### src/rtl/traffic_pkg.sv
// Shared types, timing limits and phase helpers for the traffic light monitor.
package traffic_pkg;

    localparam int DWELL_W = 8;
    localparam logic [DWELL_W-1:0] MIN_GREEN  = 8'd11;
    localparam logic [DWELL_W-1:0] MIN_YELLOW = 8'd4;
    localparam logic [DWELL_W-1:0] MAX_DWELL  = 8'd15;
    localparam int FLASH_HALF = 8;
    localparam int FLASH_W    = $clog2(FLASH_HALF);

    typedef enum logic [1:0] {
        NS_GREEN  = 2'd0,
        NS_YELLOW = 2'd1,
        EW_GREEN  = 2'd2,
        EW_YELLOW = 2'd3
    } phase_t;

    typedef enum logic [2:0] {
        FC_NONE         = 3'd0,
        FC_ILLEGAL      = 3'd1,
        FC_BAD_SEQ      = 3'd2,
        FC_SHORT_GREEN  = 3'd3,
        FC_SHORT_YELLOW = 3'd4,
        FC_WATCHDOG     = 3'd5
    } fault_code_t;

    typedef enum logic [1:0] {
        ST_INIT  = 2'd0,
        ST_SYNC  = 2'd1,
        ST_RUN   = 2'd2,
        ST_FAULT = 2'd3
    } mon_state_t;

    function automatic phase_t next_phase(input phase_t p);
        case (p)
            NS_GREEN:  return NS_YELLOW;
            NS_YELLOW: return EW_GREEN;
            EW_GREEN:  return EW_YELLOW;
            default:   return NS_GREEN;
        endcase
    endfunction

    function automatic logic is_green(input phase_t p);
        return (p == NS_GREEN) || (p == EW_GREEN);
    endfunction

endpackage

### src/rtl/tl_lamp_decoder.sv
// Combinational map of the six observed lamp drives to a phase plus a legal flag.
module tl_lamp_decoder
    import traffic_pkg::*;
(
    input  logic   ns_red,
    input  logic   ns_yel,
    input  logic   ns_grn,
    input  logic   ew_red,
    input  logic   ew_yel,
    input  logic   ew_grn,
    output phase_t phase,
    output logic   legal
);

    always_comb begin
        phase = NS_GREEN;
        legal = 1'b1;
        // Exactly two lamps lit, one per direction; everything else is illegal.
        case ({ns_red, ns_yel, ns_grn, ew_red, ew_yel, ew_grn})
            6'b001_100: phase = NS_GREEN;
            6'b010_100: phase = NS_YELLOW;
            6'b100_001: phase = EW_GREEN;
            6'b100_010: phase = EW_YELLOW;
            default:    legal = 1'b0;
        endcase
    end

endmodule

### src/rtl/traffic_light_monitor.sv
// Traffic light sequence monitor: latches the first fault and requests all-red.
// Optional all-red flash output is built only when TLM_FLASH_EN is defined.
module traffic_light_monitor
    import traffic_pkg::*;
(
    input  logic       clk,
    input  logic       rst_n,
    input  logic       ns_red,
    input  logic       ns_yel,
    input  logic       ns_grn,
    input  logic       ew_red,
    input  logic       ew_yel,
    input  logic       ew_grn,
    input  logic       fault_clr,
    output logic       fault,
    output logic [2:0] fault_code,
    output logic       safe_req,
    output logic       flash,
    output logic [7:0] cycle_count,
    output logic [1:0] dbg_state
);

    phase_t               dec_phase;
    logic                 dec_legal;
    mon_state_t           state_q, state_d;
    phase_t               phase_q, phase_d;
    logic [DWELL_W-1:0]   dwell_q, dwell_d, dwell_inc;
    logic                 fault_q, fault_d;
    fault_code_t          code_q, code_d, code_det;
    logic                 safe_q, safe_d;
    logic [7:0]           count_q, count_d;

    tl_lamp_decoder u_dec (
        .ns_red (ns_red),
        .ns_yel (ns_yel),
        .ns_grn (ns_grn),
        .ew_red (ew_red),
        .ew_yel (ew_yel),
        .ew_grn (ew_grn),
        .phase  (dec_phase),
        .legal  (dec_legal)
    );

    always_ff @(posedge clk or negedge rst_n) begin
        if (!rst_n) begin
            state_q <= ST_INIT;
            phase_q <= NS_GREEN;
            dwell_q <= '0;
            fault_q <= 1'b0;
            code_q  <= FC_NONE;
            safe_q  <= 1'b0;
            count_q <= '0;
        end else begin
            state_q <= state_d;
            phase_q <= phase_d;
            dwell_q <= dwell_d;
            fault_q <= fault_d;
            code_q  <= code_d;
            safe_q  <= safe_d;
            count_q <= count_d;
        end
    end

    always_comb begin
        state_d   = state_q;
        phase_d   = phase_q;
        dwell_d   = dwell_q;
        fault_d   = fault_q;
        code_d    = code_q;
        safe_d    = safe_q;
        count_d   = count_q;
        code_det  = FC_NONE;
        dwell_inc = (dwell_q == 8'hFF) ? dwell_q : dwell_q + 8'd1;

        case (state_q)
            ST_INIT: begin
                if (!dec_legal) begin
                    code_det = FC_ILLEGAL;
                end else begin
                    phase_d = dec_phase;
                    dwell_d = 8'd1;
                    state_d = ST_SYNC;
                end
            end
            ST_SYNC, ST_RUN: begin
                // Priority order of this chain yields the lowest code on a tie.
                if (!dec_legal) begin
                    code_det = FC_ILLEGAL;
                end else if (dec_phase == phase_q) begin
                    dwell_d = dwell_inc;
                    if (phase_q != NS_GREEN && dwell_inc == MAX_DWELL + 8'd1)
                        code_det = FC_WATCHDOG;
                end else if (dec_phase != next_phase(phase_q)) begin
                    code_det = FC_BAD_SEQ;
                end else if (state_q == ST_RUN && is_green(phase_q) && dwell_q < MIN_GREEN) begin
                    code_det = FC_SHORT_GREEN;
                end else if (state_q == ST_RUN && !is_green(phase_q) && dwell_q < MIN_YELLOW) begin
                    code_det = FC_SHORT_YELLOW;
                end else begin
                    if (state_q == ST_RUN && phase_q == EW_YELLOW)
                        count_d = count_q + 8'd1;
                    phase_d = dec_phase;
                    dwell_d = 8'd1;
                    state_d = ST_RUN;
                end
            end
            default: begin
                if (fault_clr) begin
                    state_d = ST_INIT;
                    fault_d = 1'b0;
                    code_d  = FC_NONE;
                    safe_d  = 1'b0;
                    dwell_d = '0;
                end
            end
        endcase

        if (code_det != FC_NONE) begin
            fault_d = 1'b1;
            code_d  = code_det;
            safe_d  = 1'b1;
            state_d = ST_FAULT;
        end
    end

`ifdef TLM_FLASH_EN
    logic [FLASH_W-1:0] flash_cnt_q;
    logic               flash_q;

    // Flash starts lit on fault entry and toggles every FLASH_HALF cycles.
    always_ff @(posedge clk or negedge rst_n) begin
        if (!rst_n) begin
            flash_cnt_q <= '0;
            flash_q     <= 1'b0;
        end else if (state_q != ST_FAULT || state_d != ST_FAULT) begin
            flash_cnt_q <= '0;
            flash_q     <= (state_q != ST_FAULT) && (state_d == ST_FAULT);
        end else if (flash_cnt_q == FLASH_W'(FLASH_HALF - 1)) begin
            flash_cnt_q <= '0;
            flash_q     <= ~flash_q;
        end else begin
            flash_cnt_q <= flash_cnt_q + 1'b1;
        end
    end

    assign flash = flash_q;
`else
    assign flash = 1'b0;
`endif

    assign fault       = fault_q;
    assign fault_code  = code_q;
    assign safe_req    = safe_q;
    assign cycle_count = count_q;
    assign dbg_state   = state_q;

endmodule
### config.mk
export PLATFORM = sky130hd
export DESIGN_NAME = traffic_light_monitor
export DESIGN_NICKNAME = d
export VERILOG_FILES = /design/src/rtl/traffic_pkg.sv /design/src/rtl/tl_lamp_decoder.sv /design/src/rtl/traffic_light_monitor.sv
export SDC_FILE = /design/constraint.sdc
export NUM_CORES = 1
export LEC_CHECK = 0
export CAP_MARGIN = 20
export CELL_PAD_IN_SITES_DETAIL_PLACEMENT = 1
export CELL_PAD_IN_SITES_GLOBAL_PLACEMENT = 2
export CORE_AREA = 2 2 77 79
export CTS_CLUSTER_DIAMETER = 150
export DETAILED_ROUTE_END_ITERATION = 8
export DIE_AREA = 0 0 79 81
export PLACE_DENSITY_LB_ADDON = 0.1
export SYNTH_ARGS = -nofsm -noshare
export SYNTH_HDL_FRONTEND = slang
export SYNTH_SLANG_ARGS = --single-unit
### constraint.sdc
create_clock -name clk -period 2.8 [get_ports clk]
set_input_delay 0.42 -clock clk [delete_from_list [all_inputs] [get_ports clk]]
set_output_delay 0.42 -clock clk [all_outputs]
set_load 0.05 [all_outputs]
==> flow_metrics.py <==
metrics = {
    "placement": {
        "placed_area_um2": 2290,
        "place_ws_ns": -0.171,
        "dp_hpwl_um": 4160,
        "port_buffers": 23,
        "gp_congestion": 0.793,
    },
    "logic_synthesis": {
        "synth_seq_cells": 24,
        "syn_inst": 203,
        "synthArstFlopShare_pct": 100,
        "ys.flop_type": "dfrtp_1",
        "synth_area_um2": 1840,
        "yosysWarnings": 0,
        "synthDistinctLibCells": 57,
        "syn_area_per_cell_um2": 9.08,
        "synth_seq_area_share_pct": 32.6,
        "synth_nets": 220,
        "synth_edf_count": 0,
    },
    "global_route": {
        "antenna_found_initial": 0,
        "gr-total-overflow": 0,
        "grt_pass1_vias": 1739,
        "grt_pass1_wl_um": 8540,
        "grt_max_degree": 25,
        "track_usage_pct": 17.2,
    },
    "sta": {
        "timing.final.crit_period_ns": 2.65,
        "tightest_slew_ns": 0.515,
        "drv_slew": 0,
        "rsz0062_at_grt": "false",
        "clock.fmax_mhz": 377,
        "totalNegativeSetupSlack_ns": 0,
        "setup_viol_count_final": 0,
        "layout_setup_ws_ns": 0.147,
        "fin_skew_ns": 0.00547,
        "hold_violations": 0,
        "finalCritPeriodShare_pct": 94.8,
        "slew-limit-headroom_pct": 65.6,
    },
    "run": {
        "drv_cap": 0,
    },
    "hold_path": {
        "hold_class": "reg2reg",
    },
    "final_layout": {
        "n_antenna_cell": 0,
        "final_cell_mix": "dfrtp_1 (24), clkdlybuf4s50_1 (23), buf_4 (21)",
        "area_delta_synth_final_pct": 28.2,
        "fillers": 681,
        "regArea_um2": 601,
        "finish.instance_area_um2": 2360,
        "multi_input_comb_area_um2": 1150,
        "drive_above_1_share_pct": 16.9,
        "mostFrequentLayoutCell": "dfrtp_1",
        "fin_nets": 261,
        "fin_util_pct": 41.6,
    },
    "cts": {
        "insertion_delay_ns": 0.27,
        "cts_buffer_depth": 2,
        "clkSinkCount": 24,
        "hold_buffers": 0,
        "cts_tree": "done",
        "cts_buffers": 3,
        "cts.clk_slew.worst_paths_ns": 0.10,
        "cts-htree-levels": 1,
        "root_buffer": "clkbuf_8",
    },
    "run_status": {
        "outcome": "finished clean",
    },
    "floorplanning": {
        "die-area_um2": 6400,
        "io_pins": 25,
        "initial_core_util_pct": 32.5,
        "core_area_um2": 5680,
        "num_rows": 28,
        "die_h_um": 81,
        "fp.dieW_um": 79,
    },
    "routing": {
        "dr.pass1.iters": 4,
        "routed-wl-met3_um": 146,
        "routed_wirelength_um": 5200,
        "wl_met2_um": 2630,
        "drtAntennaViolNets": 0,
        "routed.top_layer": "met4",
        "drc_errors": 0,
        "wire_per_inst_um": 16.3,
        "wl_met1_um": 2360,
        "drtIter0Drc": 66,
        "vias_per_cell": 5.36,
        "vias": 1703,
    },
    "critical_path": {
        "cp.required_ns": 2.99,
        "arrival_ns": 2.85,
        "cp-end-kind": "flop",
        "critical_path_class": "reg2reg",
        "path_max_fanout": 5,
        "startpoint_type": "flop",
    },
    "pwr": {
        "ir_worst_vdd_mv": 0.483,
        "fin_total_pwr_mw": 2.10,
        "cellPowerDensity_nw_per_um2": 887,
        "leakage_nw": 0.984,
    },
}
## per-layer routing
metal / vias up / GRT usage, %
met5: - / 0
met4: 0 / 4.31
met3: 7 / 1.89
met2: 29 / 30.6
met1: 843 / 22.3
li1: 824 / -
## per-stage QoR
stage	cells	hold WS, ns
after global routing	318	0.506
after CTS	318	0.482
after floorplan	203	0.124
after detailed placement	314	0.468
final	318	0.471
after global placement	314	0.463
## repair_timing
action                     in CTS  in global routing
buffers inserted                0                  0
setup endpoints to repair       0                  3
gates resized for setup         0                  1
## final timing paths
path	from	end	slack, ns	cells after the start
min in group asynchronous	rst_n	dwell_q[5]	0.51	2
worst max register to register	dbg_state[0]	dwell_q[3]	0.15	10
worst min register to register	cycle_count[7]	cycle_count[7]	0.47	1
worst min-delay path	cycle_count[7]	cycle_count[7]	0.47	1
max in group asynchronous	rst_n	safe_req	2.02	2
worst max-delay path	dbg_state[0]	dwell_q[3]	0.15	10
## critical path: stages, from the launching register on
cell and delay [ns]:
dfrtp_1 0.41, inv_1 0.11, ha_1 0.23, or4b_4 0.51, nor3_4 0.21, nor3_2 0.09, o211ai_4 0.27, a211oi_4 0.12
or2_1 0.28, buf_4 0.16, a31oi_1 0.19
## state kept, by name, indices dropped and copies added, names as in the netlist
| name | flops |
|---|---|
| safe_req | 1 |
| dwell_q | 8 |
| phase_q | 2 |
| cycle_count | 8 |
| fault_code | 3 |
| dbg_state | 2 |
## layout make-up
class	count	area share [%]
multi-input cells	160	48.8
flip-flops and latches	24	25.4
well taps	75	3.97
clock inverters	1	1.27
inverters	10	1.59
clock buffers	3	1.75
repair buffers	45	17.3
## where the power goes
part,internal (mW),switching [mW],total [mW]
registers,0.411,0.0708,0.482
clock network,0.191,0.131,0.322
logic,0.521,0.772,1.29
total,1.12,0.974,2.10
## cell usage after synthesis (all sizes together) (5+ instances only)
cell type  instances  area, um^2
a21oi              9        45.0
buf                5        42.5
dfrtp             24         601
ha                 8         100
inv               10        37.5
mux2i              5        50.1
nand2             16        60.1
nand3             10        50.1
nand4              8        50.1
nor2              18        67.6
nor3               7        56.3
o21ai              8        51.3
xnor2              9        78.8
## kinds of logic (layout without fill, tap and decap cells)
group,Yosys count,count (layout),synth area share [%]
adders and majority gates,8,8,5.43
AOI/OAI and AO/OA,44,44,18.5
muxes,7,7,4.14
xor gates and xnor gates,13,13,6.18
DFF,24,24,32.6
and+or+nand+nor,87,87,27.8
buffers and inverters,19,59,5.16
other,1,1,0.203
No activity file was read; power rests on OpenSTA's default activity.
